### src/rtl/order_stream_gen.sv
// N_CH-channel LFSR price generator: one buy/sell set per tick, independent or bounded random-walk mode.
// A tick arriving while the previous set is still unaccepted is dropped and counted; outputs hold stable.
module order_stream_gen #(
   parameter int          N_CH       = 4,
   parameter int          PRICE_W    = 8,
   parameter int          SPAN_W     = 5,
   parameter int          BASE       = 50,
   parameter int          MIN_SPREAD = 1,
   parameter int          TICK_DIV   = 2**25,
   parameter int          WALK_MIN   = 40,
   parameter int          WALK_MAX   = 80,
   parameter logic [15:0] SEED       = 16'hACE1
) (
   input  logic                    clk,
   input  logic                    reset,
   input  logic                    enable,
   input  logic                    mode,
   input  logic                    seed_req,
   output logic [N_CH*PRICE_W-1:0] buy_price,
   output logic [N_CH*PRICE_W-1:0] sell_price,
   output logic                    out_valid,
   input  logic                    out_ready,
   output logic                    tick,
   output logic [7:0]              drop_cnt
);
   localparam int                   DIV_W     = (TICK_DIV > 2) ? $clog2(TICK_DIV) : 1;
   localparam logic [DIV_W-1:0]     DIV_LAST  = DIV_W'(TICK_DIV - 1);
   localparam int                   SW        = PRICE_W + 2;
   localparam logic [PRICE_W-1:0]   PRICE_MAX = '1;
   localparam logic signed [SW-1:0] WMIN_S    = SW'(WALK_MIN);
   localparam logic signed [SW-1:0] WMAX_S    = SW'(WALK_MAX);

   logic [DIV_W-1:0] div;
   logic [15:0]      cyc_cnt;
   logic             seed_s1, seed_s2, seed_s3;
   logic             seed_rise;
   logic             mode_q;
   logic             load;

   function automatic logic [15:0] lfsr_step(input logic [15:0] v);
      return {v[14:0], v[15] ^ v[13] ^ v[12] ^ v[10]};
   endfunction

   function automatic logic [15:0] nonzero(input logic [15:0] v);
      return (v == 16'd0) ? 16'h0001 : v;
   endfunction

   assign seed_rise = seed_s2 & ~seed_s3;
   // A new set is accepted into the output registers only when the slot is free or being emptied now.
   assign load      = tick & (~out_valid | out_ready);

   always_ff @(posedge clk or posedge reset) begin
      if (reset) begin
         div       <= '0;
         cyc_cnt   <= 16'd0;
         tick      <= 1'b0;
         out_valid <= 1'b0;
         drop_cnt  <= 8'd0;
         mode_q    <= 1'b0;
         seed_s1   <= 1'b0;
         seed_s2   <= 1'b0;
         seed_s3   <= 1'b0;
      end else begin
         seed_s1 <= seed_req;
         seed_s2 <= seed_s1;
         seed_s3 <= seed_s2;
         cyc_cnt <= cyc_cnt + 16'd1;
         if (enable) begin
            tick <= (div == DIV_LAST);
            div  <= (div == DIV_LAST) ? '0 : div + DIV_W'(1);
         end else begin
            tick <= 1'b0;
         end
         if (tick) begin
            mode_q <= mode;
            if (load)
               out_valid <= 1'b1;
            else if (drop_cnt != 8'hFF)
               drop_cnt <= drop_cnt + 8'd1;
         end else if (out_valid && out_ready) begin
            out_valid <= 1'b0;
         end
      end
   end

   for (genvar c = 0; c < N_CH; c++) begin : g_ch
      localparam logic [15:0] KEY      = 16'(c * 32'h1F35);
      localparam logic [15:0] RST_LFSR = ((SEED ^ KEY) == 16'd0) ? 16'h0001 : (SEED ^ KEY);

      logic [15:0]          lfsr, base, nxt;
      logic [PRICE_W-1:0]   buy_r, sell_r, mid_r;
      logic [PRICE_W-1:0]   mid_src, walk_mid, buy_nxt, sell_nxt;
      logic signed [SW-1:0] walk_raw, mag;
      logic [SW-1:0]        ind_sum, sell_sum;

      always_comb begin
         base     = seed_rise ? nonzero(lfsr ^ cyc_cnt ^ KEY) : lfsr;
         nxt      = lfsr_step(base);
         // Entering walk mode starts the walk from the price currently presented.
         mid_src  = (mode && !mode_q) ? buy_r : mid_r;
         mag      = SW'(nxt[2:1]);
         walk_raw = nxt[0] ? $signed({2'b00, mid_src}) + mag
                           : $signed({2'b00, mid_src}) - mag;
         if (walk_raw < WMIN_S)
            walk_mid = PRICE_W'(WALK_MIN);
         else if (walk_raw > WMAX_S)
            walk_mid = PRICE_W'(WALK_MAX);
         else
            walk_mid = walk_raw[PRICE_W-1:0];
         ind_sum  = SW'(BASE) + SW'(nxt[SPAN_W-1:0]);
         if (mode)
            buy_nxt = walk_mid;
         else
            buy_nxt = (ind_sum > SW'(PRICE_MAX)) ? PRICE_MAX : ind_sum[PRICE_W-1:0];
         sell_sum = SW'(buy_nxt) + SW'(MIN_SPREAD) + SW'(nxt[15 -: SPAN_W]);
         sell_nxt = (sell_sum > SW'(PRICE_MAX)) ? PRICE_MAX : sell_sum[PRICE_W-1:0];
      end

      always_ff @(posedge clk or posedge reset) begin
         if (reset) begin
            lfsr   <= RST_LFSR;
            buy_r  <= PRICE_W'(BASE);
            sell_r <= PRICE_W'(BASE + MIN_SPREAD);
            mid_r  <= PRICE_W'(BASE);
         end else begin
            lfsr <= tick ? nxt : base;
            if (tick && mode)
               mid_r <= walk_mid;
            if (load) begin
               buy_r  <= buy_nxt;
               sell_r <= sell_nxt;
            end
         end
      end

      assign buy_price[c*PRICE_W +: PRICE_W]  = buy_r;
      assign sell_price[c*PRICE_W +: PRICE_W] = sell_r;
   end

endmodule
### config.mk
export PLATFORM = sky130hd
export DESIGN_NAME = order_stream_gen
export DESIGN_NICKNAME = d
export VERILOG_FILES = /design/src/rtl/order_stream_gen.sv
export SDC_FILE = /design/constraint.sdc
export NUM_CORES = 1
export LEC_CHECK = 0
export ABC_CLOCK_PERIOD_IN_PS = 10500
export BUFFER_PORTS_ARGS = -buffer_cell sky130_fd_sc_hd__buf_4
export CAP_MARGIN = 20
export CELL_PAD_IN_SITES_DETAIL_PLACEMENT = 0
export CELL_PAD_IN_SITES_GLOBAL_PLACEMENT = 1
export CORE_ASPECT_RATIO = 0.8
export CORE_MARGIN = 8
export CORE_UTILIZATION = 52
export DETAILED_ROUTE_END_ITERATION = 8
export PLACE_DENSITY_LB_ADDON = 0.08
export SKIP_LAST_GASP = 1
export SLEW_MARGIN = 20
export SYNTH_ARGS = -nofsm -noshare
export SYNTH_HDL_FRONTEND = slang
export SYNTH_SLANG_ARGS = --single-unit
### constraint.sdc
create_clock -name clk -period 10.5 [get_ports clk]
set_input_delay 0.525 -clock clk [delete_from_list [all_inputs] [get_ports clk]]
set_output_delay 0.525 -clock clk [all_outputs]
set_load 0.03 [all_outputs]
==> impl_metrics.ini, run 1 <==
[outcome]
status = completed

[synth]
synth_top_area_share_pct = 24.50
synth-seq-cells = 215
synth_warnings = 0
syn_avg_cell_area_um2 = 9.396
ys.flop_type = dfrtp_1
synthTopCellsByArea = dfrtp_1, dfstp_2, xnor2_1, xor2_1, mux2i_1
yosys.area.top_type = dfrtp_1
synthArstFlopShare_pct = 100.0
synth_commonest_cells = nand2_1, dfrtp_1, xnor2_1, nor2_1, xor2_1
synthCells = 1522
synth_cell_types = 95
synth_area_um2 = 14300
yosysMostFrequentCell = nand2_1
seq_area_frac_synth_pct = 38.28
synthesis.nets = 1585
synth-edff-count = 0

[drt]
wl_met3_mm = 2.538
drt-initial-drc-count = 877
vias = 11470
antenna_left = 0
vias_per_cell = 5.876
drcViolationCount = 0
drt_wl_total_mm = 40.42
wl_per_cell_um = 20.71
top_layer = met4
route.met2.wl_mm = 18.06
first_pass_iters = 5
wl_met1_mm = 18.86

[layout]
fill_cells = 2498
fin_nets = 1632
area_growth_syn_to_layout_pct = 11.98
regArea_um2 = 5478
drive_above_1_share_pct = 17.57
diodes = 0
multiInputGateArea_um2 = 8341

[clock_network]
ctsHtreeMaxLevel = 1
cts_hold_buffers = 0
clk_latency_ns = 0.54
cts_setup_buffers = 0
cts_buffer_depth = 3
cts.sink_count = 215
cts-resized-gates = 0
clkTransAtPathRegs_ns = 0.06
cts_tree = yes
clockRootBuffer = clkbuf_16
cts_buffers = 25

[placement]
place.gp.congestion = 0.9012
hpwl_mm = 29.35
portBuffers = 79

[sta]
final_hold_viol_count = 0
slew_violations = 0
clock_skew_ns = 0.01549
relSlewSlack_pct = 41.88
fmax_mhz = 153.7
finalCritPeriodShare_pct = 61.96
post-route-min-period_ns = 6.506
rsz0062_at_grt = no
worst_slew_pin_slew_ns = 0.8656
setup_viol = 0
setup-tns-final_ns = 0
timing.hold.ws_ns = 0.03414

[die]
io_pins = 80
die_w_um = 201.4
die_h_um = 164.3
initial_core_util_pct = 52.65
core_um2 = 27160
rows = 54
die-area_um2 = 33100

[global_route]
antenna_found_initial = 0
grt_pass1_wl_mm = 64.65
grt_max_degree = 84
overflow = 0
grt_usage_pct = 24.35
first_global_vias = 11320

[worst_setup_path]
crit_family = compound AO/OA/AOI/OAI gates
critical_path_buf_inv_count = 2
worstPathRequired_ns = 10.96
crit_type = flip-flop to flip-flop
crit_slowest_cell = dfrtp_1
crit_arrival_ns = 6.96
slowest_delay_ns = 0.56
startpoint_type = flip-flop
end_kind = flip-flop
path_max_fanout = 12

[flow_run]
cap_violations = 0

[worst_hold_path]
hold_path.class = input pin to asynchronous set/reset pin

[power]
p_leak_nw = 6.994
power_density_nw_per_um2 = 232.9
vdd_drop_max_mv = 0.1711
[registers in the layout (all words and copies together) (netlist names), 8 cells and up]
register / count
div: 25
g_ch.sell_r: 32
g_ch.mid_r: 32
g_ch.lfsr: 64
drop_cnt: 8
cyc_cnt: 16
g_ch.buy_r: 32
[power by group]
part	switching, W	total (W)	internal (W)	leakage [nW]
clock	0.000363	0.000912	0.000549	0.429
sequential	0.000112	0.00107	0.000961	2.63
combinational	0.00106	0.00174	0.000684	3.94
total	0.00154	0.00373	0.00219	6.99
[metrics by stage]
step	setup slack, ns	instance area [um2]	power [W]	cells	utilization, %
2_1_floorplan	4.220	14300	0.002348	1522	-
3_3_place_gp	4.095	15150	0.002797	1906	55.79
3_5_place_dp	3.912	15150	0.002799	1906	55.79
4_1_cts	4.031	16010	0.003735	1952	58.96
5_1_grt	3.496	16010	0.003969	1952	58.96
6_report	3.994	16010	0.003730	1952	58.96
[routing by layer]
metal,vias up,track usage (%)
li1,5444,-
met1,5582,34.21
met2,383,38.29
met3,61,4.475
met4,0,6.629
met5,-,0
[logic make-up after synthesis]
group | Yosys count | synth area share (%)
flip-flops | 215 | 38.28
AO/OA/AOI/OAI | 305 | 14.06
XOR/XNOR | 227 | 14.27
buffers and inverters | 119 | 3.508
adder cells (fa/ha/maj) | 58 | 5.687
AND/OR/NAND/NOR | 505 | 17.39
multiplexers | 93 | 6.807
[path summary, 6_finish.rpt]
check	cells past startpoint	startpoint	slack [ns]	to
worst max-delay path	26	cyc_cnt[0]$_DFF_PP0_	3.99	g_ch[0].sell_r[5]$_DFFE_PP1P_
worst min-delay path	2	reset	0.03	g_ch[0].buy_r[7]$_DFFE_PP0P_
worst max register to register	26	cyc_cnt[0]$_DFF_PP0_	3.99	g_ch[0].sell_r[5]$_DFFE_PP1P_
worst min register to register	0	seed_s1$_DFF_PP0_	0.40	seed_s2$_DFF_PP0_
max in group asynchronous	3	reset	9.09	tick$_DFF_PP0_
min in group clk	1	seed_req	0.09	seed_s1$_DFF_PP0_
[layout make-up]
class | count | area share (%)
multi-input combinational | 1188 | 52.08
sequential | 215 | 34.21
clock buffer | 37 | 4.750
timing repair buffer | 93 | 4.360
tap | 364 | 2.844
inverter | 46 | 1.125
clock inverter | 9 | 0.6329
[layout by cell type (no fill, tap or decap), drive strengths merged, types with 22 or more instances in the layout]
| cell type | count |
|---|---|
| a21oi | 67 |
| buf | 93 |
| clkbuf | 37 |
| dfrtp | 140 |
| dfstp | 75 |
| ha | 45 |
| inv | 47 |
| mux2 | 25 |
| mux2i | 68 |
| nand2 | 153 |
| nand3 | 38 |
| nand4 | 24 |
| nor2 | 121 |
| nor3 | 30 |
| o21ai | 94 |
| o31ai | 22 |
| xnor2 | 132 |
| xor2 | 95 |
Note: power is estimated with default switching activity, not from simulation.
==> inputs of run 2 (changes only) <==
--- a/config.mk
+++ b/config.mk
@@ -5,14 +5,15 @@
 export SDC_FILE = /design/constraint.sdc
 export NUM_CORES = 1
 export LEC_CHECK = 0
-export ABC_CLOCK_PERIOD_IN_PS = 10500
+export ABC_AREA = 1
+export ABC_CLOCK_PERIOD_IN_PS = 6100
 export BUFFER_PORTS_ARGS = -buffer_cell sky130_fd_sc_hd__buf_4
 export CAP_MARGIN = 20
 export CELL_PAD_IN_SITES_DETAIL_PLACEMENT = 0
 export CELL_PAD_IN_SITES_GLOBAL_PLACEMENT = 1
 export CORE_ASPECT_RATIO = 0.8
 export CORE_MARGIN = 8
-export CORE_UTILIZATION = 52
+export CORE_UTILIZATION = 46
 export DETAILED_ROUTE_END_ITERATION = 8
 export PLACE_DENSITY_LB_ADDON = 0.08
 export SKIP_LAST_GASP = 1
==> constraint.sdc (replaced) <==
create_clock -name clk -period 6.1 [get_ports clk]
set_input_delay 0.305 -clock clk [delete_from_list [all_inputs] [get_ports clk]]
set_output_delay 0.305 -clock clk [all_outputs]
set_load 0.03 [all_outputs]
==> run 2 against run 1 <==
Against the previous run:
- critical path depth is 6 higher
- maximum frequency is 19% higher
- design area is 1.5% higher
- critical endpoint is now g_ch[1].sell_r[6]$_DFFE_PP0P_
- total power is 39% higher
- core utilization is 6.7 points lower
- final cell count is 22% higher
==> impl_metrics.ini, run 2 <==
[layout]
multiInputGateArea_um2 = 7596
fin_nets = 2006
final_cell_mix = nand2_1, inv_1, o21ai_0, dfrtp_1, nor2_1
area_growth_syn_to_layout_pct = 13.09
largest_reg_flops = 64
fill_cells = 3025
regMostFlops = g_ch.lfsr
drive_above_1_share_pct = 15.18
regArea_um2 = 5477
layout_commonest_cell = nand2_1
fin_util_pct = 52.23
diodes = 0
fin_cells = 2383

[die]
initial_core_util_pct = 46.18
die-area_um2 = 37200
io_pins = 80
die_h_um = 174.1
die_w_um = 213.7
core_um2 = 31130
rows = 58

[clock_network]
cts_setup_buffers = 0
clkTransAtPathRegs_ns = 0.06
cts_buffer_depth = 3
cts_tree = yes
cts.sink_count = 215
cts_buffers = 26
clockRootBuffer = clkbuf_16
ctsHtreeMaxLevel = 1
clk_latency_ns = 0.56

[power]
p_leak_nw = 8.087
power_density_nw_per_um2 = 318.5
vdd_drop_max_mv = 0.3183

[synth]
synth_cell_types = 57
synth_area_um2 = 14380
seq_area_frac_synth_pct = 38.07
syn_avg_cell_area_um2 = 7.587
yosysMostFrequentCell = nand2_1
synth_warnings = 0
synth-edff-count = 0
yosys.area.top_type = dfrtp_1
synthesis.nets = 1958
synthArstFlopShare_pct = 100.0
synthCells = 1895
synth-seq-cells = 215
synth_commonest_cells = nand2_1, inv_1, o21ai_0, dfrtp_1, nor2_1
synth_top_area_share_pct = 24.37
synthTopCellsByArea = dfrtp_1, nand2_1, dfstp_2, xor2_1, inv_1
ys.flop_type = dfrtp_1

[outcome]
status = completed

[placement]
dp.cells = 2332
portBuffers = 79
hpwl_mm = 27.57
place.gp.congestion = 0.8580

[worst_hold_path]
holdPathStages = 4
worstHoldEndpoint = out_valid$_DFFE_PP0P_
hold_path.class = input pin to flip-flop
hp-start = out_ready

[sta]
timing.hold.ws_ns = 0.1092
final_hold_viol_count = 0
slew_violations = 0
fmax_mhz = 182.9
worst_slew_pin_slew_ns = 0.9250
setup-tns-final_ns = 0
rsz0062_at_grt = no
setup_viol = 0
finalCritPeriodShare_pct = 89.64
relSlewSlack_pct = 37.76
clock_skew_ns = 0.01770
post-route-min-period_ns = 5.468

[drt]
wl_per_cell_um = 15.89
drcViolationCount = 0
antenna_left = 0
vias = 11893
first_pass_iters = 5
drt_wl_total_mm = 37.86
drt-initial-drc-count = 824
vias_per_cell = 4.991

[worst_setup_path]
path_max_fanout = 8
crit_slowest_cell = dfrtp_2
rr_worst_depth = 32
crit_family = simple AND/OR/NAND/NOR gates
end_kind = flip-flop
critical_path_buf_inv_count = 6
r2r-end = g_ch[1].sell_r[6]$_DFFE_PP0P_
crit_top_cell = inv_1
slowest_delay_ns = 0.52
crit_arrival_ns = 5.96
ff2ff_setup_slack_ns = 0.63
crit_start = cyc_cnt[13]$_DFF_PP0_
startpoint_type = flip-flop
crit_type = flip-flop to flip-flop
r2r-start = cyc_cnt[13]$_DFF_PP0_
worstPathRequired_ns = 6.60

[global_route]
overflow = 0
grt_pass1_wl_mm = 62.49
grt_max_degree = 106
first_global_vias = 11750
grt_usage_pct = 20.58
antenna_found_initial = 0

[flow_run]
cap_violations = 0
==> run 2: cell count changes after synthesis, moves of 17 or more <==
cell     previous run  this run
xnor2_1           130        42
o21ai_0            90       146
o21ai_1             3        28
nand2_1           153       542
mux2_2             23         0
o31ai_1            20         2
nor2b_1            17         0
inv_1              46       236
mux2i_1            67        21
o21ai_2             1        21
nand3_1            37        78
a21oi_1            67        36
==> run 2: timing repair <==
item                                    CTS  global route
endpoints found under the setup margin    0             1
hold buffers                              3             0
resized for setup                         0             2
endpoints found under the hold margin    65             0
==> run 2: power by group <==
| group | internal (W) | total [W] | switching, W |
|---|---|---|---|
| logic | 0.000567 | 0.00168 | 0.00111 |
| registers | 0.00159 | 0.00168 | 0.0000905 |
| clock network | 0.00115 | 0.00182 | 0.000666 |
| total | 0.00331 | 0.00518 | 0.00187 |
==> run 2: cells by family after synthesis <==
logic type | Yosys count | share of synthesized area (%)
simple gates | 851 | 25.09
mux | 21 | 1.462
xor+xnor | 144 | 8.772
buf+inv | 322 | 9.164
compound gates | 285 | 11.85
flops | 215 | 38.07
fa+ha+maj | 57 | 5.587
==> run 2: final cells by class <==
type	count	area share, %
multi-input combinational	1358	46.72
sequential	215	33.68
inverter	245	5.702
timing repair buffer	97	4.525
clock buffer	33	4.286
tap	420	3.232
clock inverter	15	1.855
==> run 2: stage by stage <==
step / instance area, um2 / power [W] / worst slack (ns)
floorplan: 14380 / 0.002977 / 0.03982
global placement: 15230 / 0.003373 / 0.5102
detailed placement: 15230 / 0.003378 / 0.5174
CTS: 16260 / 0.005231 / 0.4763
global route: 16260 / 0.005520 / 0.04075
finish: 16260 / 0.005179 / 0.6322
==> run 2: routing by layer <==
metal / vias up / share of wire (%) / track usage (%)
met3: 45 / 4.6 / 3.222
li1: 6095 / - / -
met5: - / 0 / 0
met1: 5534 / 50 / 29.90
met4: 0 / 1.9 / 4.079
met2: 219 / 44 / 32.03
==> run 2: worst min-delay path, delay by kind of cell <==
kind / cells / cell delay (ns)
simple gates: 2 / 0.22
buf+inv: 2 / 0.10
==> run 2: worst max-delay path by stage <==
| stage | end | depth (start not counted) | slack, ns |
|---|---|---|---|
| 6_report | g_ch[1].sell_r[6]$_DFFE_PP0P_ | 32 | 0.63 |
| 3_5_place_dp | g_ch[1].sell_r[6]$_DFFE_PP0P_ | 32 | 0.52 |
| 5_1_grt | g_ch[1].sell_r[6]$_DFFE_PP0P_ | 32 | 0.04 |
| 3_3_place_gp | g_ch[1].sell_r[6]$_DFFE_PP0P_ | 32 | 0.51 |
| 2_1_floorplan | cyc_cnt[0]$_DFF_PP0_ | 1 | 0.04 |
| 4_1_cts | g_ch[1].sell_r[6]$_DFFE_PP0P_ | 32 | 0.48 |
